$ cat config.mk
export PLATFORM = sky130hd
export DESIGN_NAME = pipe_stage_reg
export DESIGN_NICKNAME = d
export VERILOG_FILES = /design/src/rtl/pipe_pkg.sv /design/src/rtl/pipe_slot.sv /design/src/rtl/pipe_stage_reg.sv
export SDC_FILE = /design/constraint.sdc
export NUM_CORES = 1
export LEC_CHECK = 0
export ABC_AREA = 1
export CAP_MARGIN = 20
export CORE_MARGIN = 10
export CORE_UTILIZATION = 54
export CTS_CLUSTER_DIAMETER = 150
export DETAILED_ROUTE_END_ITERATION = 10
export MAX_ROUTING_LAYER = met4
export PLACE_DENSITY = 0.85
export RECOVER_POWER = 100
export SKIP_LAST_GASP = 1
export SLEW_MARGIN = 20
export SYNTH_ARGS = -nofsm -noshare
export SYNTH_HDL_FRONTEND = slang
export SYNTH_SLANG_ARGS = --single-unit
$ cat constraint.sdc
create_clock -name clk -period 3.25 [get_ports clk]
set_input_delay 0.325 -clock clk [delete_from_list [all_inputs] [get_ports clk]]
set_output_delay 0.325 -clock clk [all_outputs]
set_load 0.005 [all_outputs]
$ cat src/rtl/pipe_pkg.sv
// pipe_pkg
// Shared definitions for the elastic pipeline-stage registers: field widths,
// the NOP opcode, per-stage payload widths, bubble payloads built from OP_NOP,
// and the occupancy state encoding used by pipe_stage_reg.
package pipe_pkg;

    localparam int OP_W   = 6;
    localparam int REG_W  = 5;
    localparam int WORD_W = 32;

    localparam logic [OP_W-1:0] OP_NOP = 6'h00;

    // E->M payload: op, valE, valA, dstE, dstM
    localparam int E2M_W = OP_W + 2 * WORD_W + 2 * REG_W;
    // M->W payload: op, valE, valM, dstE, dstM
    localparam int M2W_W = OP_W + 2 * WORD_W + 2 * REG_W;

    // The opcode sits in the top bits of every packed payload, so a bubble is
    // a NOP opcode with all remaining fields zero.
    localparam logic [E2M_W-1:0] E2M_BUBBLE = {OP_NOP, {(E2M_W - OP_W){1'b0}}};
    localparam logic [M2W_W-1:0] M2W_BUBBLE = {OP_NOP, {(M2W_W - OP_W){1'b0}}};

    // Encoding doubles as the occ output value.
    typedef enum logic [1:0] {
        OCC_EMPTY = 2'd0,
        OCC_ONE   = 2'd1,
        OCC_FULL  = 2'd2
    } occ_state_e;

endpackage

$ cat src/rtl/pipe_slot.sv
// pipe_slot
// One storage slot of the stage register: a W-bit payload plus a valid bit.
// Ports:
//   clk        rising-edge clock
//   rst        synchronous active-high reset
//   clr        empty the slot (payload returns to BUBBLE_VAL); wins over load
//   load       capture load_data and mark the slot valid
//   load_data  payload to capture
//   valid      slot holds a live entry
//   data       held payload; BUBBLE_VAL whenever valid=0
module pipe_slot
    import pipe_pkg::*;
#(
    parameter int             W          = E2M_W,
    parameter logic [W-1:0]   BUBBLE_VAL = '0
) (
    input  logic         clk,
    input  logic         rst,
    input  logic         clr,
    input  logic         load,
    input  logic [W-1:0] load_data,
    output logic         valid,
    output logic [W-1:0] data
);

    // NOTE: the payload register is reset along with the valid bit because
    // the main slot's payload is visible on out_data and must read as a
    // bubble, not as stale data, whenever the slot is empty.
    always_ff @(posedge clk) begin
        // NOTE: sequential state uses non-blocking assignments only, so every
        // flop samples pre-edge values regardless of block ordering.
        if (rst || clr) begin
            valid <= 1'b0;
            data  <= BUBBLE_VAL;
        end else if (load) begin
            valid <= 1'b1;
            data  <= load_data;
        end
    end

endmodule

$ cat src/rtl/pipe_stage_reg.sv
// pipe_stage_reg
// Elastic pipeline-stage register with a two-entry skid buffer. Both sides use
// a valid/ready handshake; every output is driven straight from a flop.
// Ports:
//   clk        rising-edge clock
//   rst        synchronous active-high reset
//   flush      synchronous kill of all held and in-flight entries
//   in_valid   upstream payload valid
//   in_ready   stage can accept (registered)
//   in_data    upstream payload
//   out_valid  out_data holds a live entry
//   out_ready  downstream consumes this cycle
//   out_data   head payload; BUBBLE_VAL when out_valid=0
//   occ        entries held, 0..2 (registered)
module pipe_stage_reg
    import pipe_pkg::*;
#(
    parameter int           W          = E2M_W,
    parameter logic [W-1:0] BUBBLE_VAL = '0
) (
    input  logic         clk,
    input  logic         rst,
    input  logic         flush,
    input  logic         in_valid,
    output logic         in_ready,
    input  logic [W-1:0] in_data,
    output logic         out_valid,
    input  logic         out_ready,
    output logic [W-1:0] out_data,
    output logic [1:0]   occ
);

    occ_state_e   state_q;
    occ_state_e   state_d;
    logic         rdy_q;

    logic         skid_valid;
    logic [W-1:0] skid_data;

    logic         accept;
    logic         consume;
    logic         main_load;
    logic         main_clr;
    logic [W-1:0] main_next;
    logic         skid_load;
    logic         skid_clr;

    // NOTE: every signal assigned here gets a value on every path (defaults
    // first in the case), so no latch can be inferred.
    always_comb begin
        accept  = in_valid & rdy_q;
        consume = out_valid & out_ready;

        // Main reloads when empty and fed, when its beat leaves and a new one
        // arrives, or when it drains and the skid entry moves forward.
        main_load = (accept & (!out_valid | consume)) | (consume & skid_valid);
        main_clr  = flush | (consume & !skid_valid & !accept);
        main_next = skid_valid ? skid_data : in_data;

        // Skid catches the beat that arrived while the head was stalled.
        skid_load = accept & out_valid & !consume;
        skid_clr  = flush | (consume & skid_valid);

        state_d = state_q;
        case (state_q)
            OCC_EMPTY: if (accept) state_d = OCC_ONE;
            OCC_ONE: begin
                if (accept && !consume)      state_d = OCC_FULL;
                else if (consume && !accept) state_d = OCC_EMPTY;
            end
            OCC_FULL:  if (consume) state_d = OCC_ONE;
            default:   state_d = OCC_EMPTY;
        endcase
    end

    // in_ready is held low through reset so nothing is accepted while rst is
    // high, and tracks "skid empty" from the first edge after reset onward.
    always_ff @(posedge clk) begin
        if (rst) begin
            state_q <= OCC_EMPTY;
            rdy_q   <= 1'b0;
        end else if (flush) begin
            state_q <= OCC_EMPTY;
            rdy_q   <= 1'b1;
        end else begin
            state_q <= state_d;
            rdy_q   <= (state_d != OCC_FULL);
        end
    end

    pipe_slot #(.W(W), .BUBBLE_VAL(BUBBLE_VAL)) u_main (
        .clk       (clk),
        .rst       (rst),
        .clr       (main_clr),
        .load      (main_load),
        .load_data (main_next),
        .valid     (out_valid),
        .data      (out_data)
    );

    pipe_slot #(.W(W), .BUBBLE_VAL(BUBBLE_VAL)) u_skid (
        .clk       (clk),
        .rst       (rst),
        .clr       (skid_clr),
        .load      (skid_load),
        .load_data (in_data),
        .valid     (skid_valid),
        .data      (skid_data)
    );

    assign in_ready = rdy_q;
    assign occ      = state_q;

endmodule

==> impl_metrics.env, run 1 <==
export IMPL_first_iter_violations=793
export IMPL_wl_per_cell_um=14.23
export IMPL_skew_ns=0.005931
export IMPL_period_needed_ns=2.387
export IMPL_cts_resized=0
export IMPL_finalHoldViolations=0
export IMPL_power_share_clock=0.433
export IMPL_cp_arrival_ns=2.73
export IMPL_grt_overflow_total=0
export IMPL_critPathKind="reg -> reg"
export IMPL_ios=169
export IMPL_switchingPower_uw=987.2
export IMPL_cts_clk_slew_worst_paths_ns=0.06
export IMPL_worstPathMaxFanout=81
export IMPL_core_area_um2=13350
export IMPL_via_count=7513
export IMPL_hpwl_mm=12.91
export IMPL_end_kind="flip-flop"
export IMPL_routed_wl_mm=20.87
export IMPL_ys_ff_latch=165
export IMPL_drive_above_1_share=0.03649
export IMPL_syn_inst=1159
export IMPL_switching_share=0.2224
export IMPL_nNetsFinal=1361
export IMPL_die_x_um=137.3
export IMPL_clock_sinks=165
export IMPL_rows=42
export IMPL_viasPerCell=5.125
export IMPL_internal_power_mw=3.452
export IMPL_yosysSeqAreaShare=0.4449
export IMPL_pwr_density_cell_nw_per_um2=456.5
export IMPL_maxCapViolCount=1
export IMPL_drt_antenna_violating_nets=0
export IMPL_irDropWorstVdd_v=0.0003478
export IMPL_h_tree_depth=4
export IMPL_syn_area_um2=7425
export IMPL_cts_buffer_depth=2
export IMPL_cts_root_buf="clkbuf_16"
export IMPL_yosysWarnings=0
export IMPL_start_util=0.5562
export IMPL_drc=0
export IMPL_grt_pass1_vias=6774
export IMPL_cts_tree="done"
export IMPL_rsz0062_at_grt="no"
export IMPL_grt_pass1_wl_mm=33.57
export IMPL_start_kind="flip-flop"
export IMPL_ctsHoldBuffers=0
export IMPL_drv_slew=82
export IMPL_area_delta_synth_final_pct=30.97
export IMPL_cts_buffers=17
export IMPL_power_leakage_nw=4.791
export IMPL_maxSlewHeadroom=-0.2071
export IMPL_die_area_um2=18840
export IMPL_failed_checks="capacitance limit, slew limit"
export IMPL_cts_setup_buffers=0
export IMPL_pwr_share_seq=0.469
export IMPL_port_buffers=168
export IMPL_syn_num_nets=1244
export IMPL_antenna_found_initial=2
export IMPL_period_share=0.7346
export IMPL_insertion_delay_ns=0.41
export IMPL_die_h_um=137.3
export IMPL_yosysUniqueCellTypes=18
export IMPL_synth_area_per_cell_um2=6.406
export IMPL_setup_viol=0
export IMPL_dr_pass1_iters=6
export IMPL_worst_slew_pin_slew_ns=1.811
export IMPL_hold_path_class="reg -> reg"
export IMPL_fmax_mhz=418.9
export IMPL_combPwrFrac=0.098
export IMPL_worstPathRequired_ns=3.60
export IMPL_grt_use_total=0.2232
export IMPL_fin_setup_tns_ns=0
export IMPL_whs_ns=0.4623
export IMPL_routabilityCongestion=0.8144
export IMPL_grt_max_degree=161
export IMPL_status="finished, violations left"
-- power groups by stage --
| stage | registers (mW) | clock network [mW] | logic (mW) |
|---|---|---|---|
| CTS | 2.08 | 1.95 | 0.450 |
| global placement | 2.13 | 0 | 0.439 |
| detailed placement | 2.13 | 0 | 0.445 |
| floorplan | 2.13 | 0 | 0.203 |
| finish | 2.08 | 1.92 | 0.435 |
| global route | 2.09 | 2.04 | 0.485 |
-- placed cells by master, fill, tap and decap left out, drive strengths merged --
master         synthesis  final
nand3b                 1      1
nor2                 245    245
clkbuf                46     29
nand3                 83     83
nor3                   2      2
clkinv                 0      2
dfxtp                165    165
nand4                  1      1
o21ai                 80     80
diode                  0      2
dlygate4sd3            0     85
nand2                330    330
clkdlybuf4s50          0     83
a21oi                 83     83
buf                   37     12
bufinv                 0      1
inv                   86     86
-- critical path: stages (launching register included) --
cell and delay, ns:
dfxtp_4 0.41, inv_1 0.09, clkbuf_2 1.30, nand2_1 0.16, nand2_1 0.13, a21oi_1 0.04, nor2_1 0.12
-- synthesized netlist by cell type --
master / number / area, um2
dfxtp_1: 165 / 3303
nand3_1: 82 / 410.4
clkbuf_1: 46 / 172.7
o21ai_0: 58 / 290.3
nand4_1: 1 / 6.260
nand2_1: 327 / 1227
buf_2: 33 / 165.2
nor2_2: 2 / 12.51
nor2_1: 243 / 912.1
nand3b_1: 1 / 7.510
inv_2: 2 / 7.510
nand3_2: 1 / 10.01
buf_4: 4 / 30.03
nand2_2: 3 / 18.77
o21ai_1: 22 / 110.1
a21oi_1: 83 / 415.4
nor3_1: 2 / 10.01
inv_1: 84 / 315.3
-- sequential cells by signal, indices dropped and copies added (netlist names) --
signal and count:
u_main.data 80, u_skid.data 80, occ 2, in_ready 1, u_main.valid 1, u_skid.valid 1
-- metal layers --
layer | wire length (um) | vias up | part of all wire | GRT usage
li1 | - | 3830 | - | -
met1 | 9095 | 3403 | 0.44 | 0.2867
met2 | 9997 | 264 | 0.48 | 0.3396
met3 | 1546 | 16 | 0.074 | 0.06154
met4 | 225 | 0 | 0.011 | 0.06030
met5 | 0 | - | 0 | -
-- logic make-up after synthesis --
kind of cell | after synthesis | share of synthesized area
AO/OA/AOI/OAI | 163 | 0.1099
flip-flops | 165 | 0.4449
buffers and inverters | 169 | 0.09302
AND/OR/NAND/NOR | 662 | 0.3522
-- cell type report --
type | instances | area, um2
timing repair buffer | 181 | 1839
inverter | 86 | 322.8
clock inverter | 3 | 40.04
fill | 1085 | 3623
clock buffer | 28 | 526.8
multi-input combinational | 825 | 3463
antenna | 2 | 5.005
tap | 176 | 220.2
sequential | 165 | 3307
-- worst paths after layout --
check,startpoint,to,slack [ns],cells after the start
worst min-delay path,u_skid.data[47],u_skid.data[47],0.46,2
worst min register to register,u_skid.data[47],u_skid.data[47],0.46,2
worst max-delay path,u_skid.valid,u_main.data[40],0.86,6
worst max register to register,u_skid.valid,u_main.data[40],0.86,6
-- per-stage QoR --
stage          cells    util  total power, mW  instance area [um2]  worst slack (ns)
2_1_floorplan   1159       -            2.331                 7425             2.003
3_3_place_gp    1433  0.6861            2.566                 9158            0.9758
3_5_place_dp    1433  0.6861            2.573                 9158            0.9308
4_1_cts         1464  0.7285            4.480                 9724             1.289
5_1_grt         1466  0.7285            4.610                 9724            0.6464
6_report        1466  0.7285            4.439                 9724            0.8626
Note: power is estimated with default switching activity, not from simulation.
==> run 2, diff against run 1 <==
--- a/config.mk
+++ b/config.mk
@@ -8,11 +8,11 @@
 export ABC_AREA = 1
 export CAP_MARGIN = 20
 export CORE_MARGIN = 10
-export CORE_UTILIZATION = 54
+export CORE_UTILIZATION = 50
 export CTS_CLUSTER_DIAMETER = 150
 export DETAILED_ROUTE_END_ITERATION = 10
 export MAX_ROUTING_LAYER = met4
-export PLACE_DENSITY = 0.85
+export PLACE_DENSITY = 0.8
 export RECOVER_POWER = 100
 export SKIP_LAST_GASP = 1
 export SLEW_MARGIN = 20
==> constraint.sdc (replaced) <==
create_clock -name clk -period 2.3 [get_ports clk]
set_input_delay 0.23 -clock clk [delete_from_list [all_inputs] [get_ports clk]]
set_output_delay 0.23 -clock clk [all_outputs]
set_load 0.005 [all_outputs]
==> impl_metrics.env, run 2 (synthesis results as in run 1) <==
export IMPL_die_h_um=141.9
export IMPL_finalNonFillerCells=1478
export IMPL_fin_setup_tns_ns=0
export IMPL_final_common_cell="nand2_1"
export IMPL_routabilityCongestion=0.7896
export IMPL_ios=169
export IMPL_status="finished, final reports clean"
export IMPL_hpwl_mm=13.25
export IMPL_drive_above_1_share=0.04328
export IMPL_rsz0062_at_grt="no"
export IMPL_period_share=0.8184
export IMPL_cts_buffers=17
export IMPL_grt_pass1_vias=6892
export IMPL_grt_max_degree=82
export IMPL_hold_path_endpoint="in_ready"
export IMPL_drt_antenna_violating_nets=0
export IMPL_drc=0
export IMPL_routed_wl_mm=20.76
export IMPL_final_area_um2=9777
export IMPL_worst_slew_pin_slew_ns=1.072
export IMPL_via_count=7439
export IMPL_layout_common_cells="328 x nand2_1, 243 x nor2_1, 164 x dfxtp_1, 85 x inv_1"
export IMPL_dpl_cell_area_um2=9238
export IMPL_cts_resized=0
export IMPL_cts_clk_slew_worst_paths_ns=0.06
export IMPL_power_total_mw=6.265
export IMPL_maxCapViolCount=0
export IMPL_grt_use_total=0.2074
export IMPL_period_needed_ns=1.882
export IMPL_holdCritStartpoint="rst"
export IMPL_irDropWorstVdd_v=0.0005040
export IMPL_start_util=0.5108
export IMPL_wl_per_cell_um=14.04
export IMPL_min_path_cells=2
export IMPL_port_buffers=168
export IMPL_power_leakage_nw=4.817
export IMPL_ctsHoldBuffers=0
export IMPL_setup_viol=0
export IMPL_area_delta_synth_final_pct=31.68
export IMPL_skew_ns=0.01316
export IMPL_insertion_delay_ns=0.42
export IMPL_hold_path_class="in -> reg"
export IMPL_rows=44
export IMPL_dpl_cell_count=1447
export IMPL_whs_ns=0.4002
export IMPL_start_kind="flip-flop"
export IMPL_viasPerCell=5.033
export IMPL_dr_pass1_iters=5
export IMPL_cts_buffer_depth=2
export IMPL_grt_pass1_wl_mm=33.90
export IMPL_regArea_um2=3304
export IMPL_cts_setup_buffers=0
export IMPL_diodes=0
export IMPL_grt_overflow_total=0
export IMPL_die_x_um=141.9
export IMPL_reg2reg_depth=7
export IMPL_fmax_mhz=531.2
export IMPL_num_fill_cells=1263
export IMPL_end_kind="flip-flop"
export IMPL_worstReg2RegEnd="u_main.data[69]"
export IMPL_finalHoldViolations=0
export IMPL_regToRegSetupSlack_ns=0.42
export IMPL_multi_input_area_um2=3463
export IMPL_die_area_um2=20120
export IMPL_critPathKind="reg -> reg"
export IMPL_drv_slew=0
export IMPL_cts_tree="done"
export IMPL_core_area_um2=14530
export IMPL_r2r_start="u_skid.valid"
export IMPL_pwr_density_cell_nw_per_um2=640.8
export IMPL_first_iter_violations=456
export IMPL_nNetsFinal=1367
export IMPL_clock_sinks=165
export IMPL_cts_root_buf="clkbuf_16"
export IMPL_h_tree_depth=4
export IMPL_antenna_found_initial=0
export IMPL_maxSlewHeadroom=0.2853
export IMPL_worstPathRequired_ns=2.65
export IMPL_worstPathMaxFanout=36
export IMPL_cp_arrival_ns=2.24
==> run 2: worst max path at each step <==
stage | cells after the start | endpoint | slack (ns) | startpoint
final | 7 | u_main.data[69] | 0.42 | u_skid.valid
after global routing | 6 | u_skid.data[47] | 0.25 | in_ready
after CTS | 1 | out_valid | 0.52 | u_main.valid
after detailed placement | 8 | u_main.data[69] | 0.31 | out_ready
after global placement | 8 | u_main.data[78] | 0.36 | out_ready
after floorplan | 8 | u_skid.data[37] | 1.05 | u_skid.valid
==> run 2: per-stage QoR <==
stage,util,setup slack (ns)
2_1_floorplan,-,1.053
3_3_place_gp,0.6356,0.3570
3_5_place_dp,0.6356,0.3065
4_1_cts,0.6742,0.5212
5_1_grt,0.6727,0.2471
6_report,0.6727,0.4176
==> run 2: critical path, stage by stage, from the launching register on <==
cell     delay, ns
dfxtp_2       0.78
inv_2         0.12
nand2_1       0.10
nor2_1        0.07
nor2_4        0.10
buf_4         0.39
nand2_1       0.13
nor2_1        0.12
==> run 2: area by class of cell <==
type / count / area share
clock buffer: 23 / 0.04991
inverter: 86 / 0.03302
timing repair buffer: 187 / 0.1938
sequential: 165 / 0.3380
clock inverter: 8 / 0.007551
tap: 184 / 0.02355
multi-input combinational: 825 / 0.3542
==> run 2: power breakdown <==
part,total [mW],internal [mW],leakage [nW],switching (mW)
registers,2.94,2.91,1.34,0.0297
clock network,2.71,1.59,0.271,1.12
logic,0.613,0.314,3.21,0.299
==> run 2: per-layer routing <==
| layer | routed length [um] | up-vias | global-route usage | share of wire |
|---|---|---|---|---|
| met3 | 1399 | 26 | 0.05574 | 0.067 |
| li1 | - | 3837 | - | - |
| met5 | 0 | - | - | 0 |
| met4 | 338 | 0 | 0.06294 | 0.016 |
| met1 | 8966 | 3360 | 0.2417 | 0.43 |
| met2 | 10050 | 216 | 0.3424 | 0.48 |
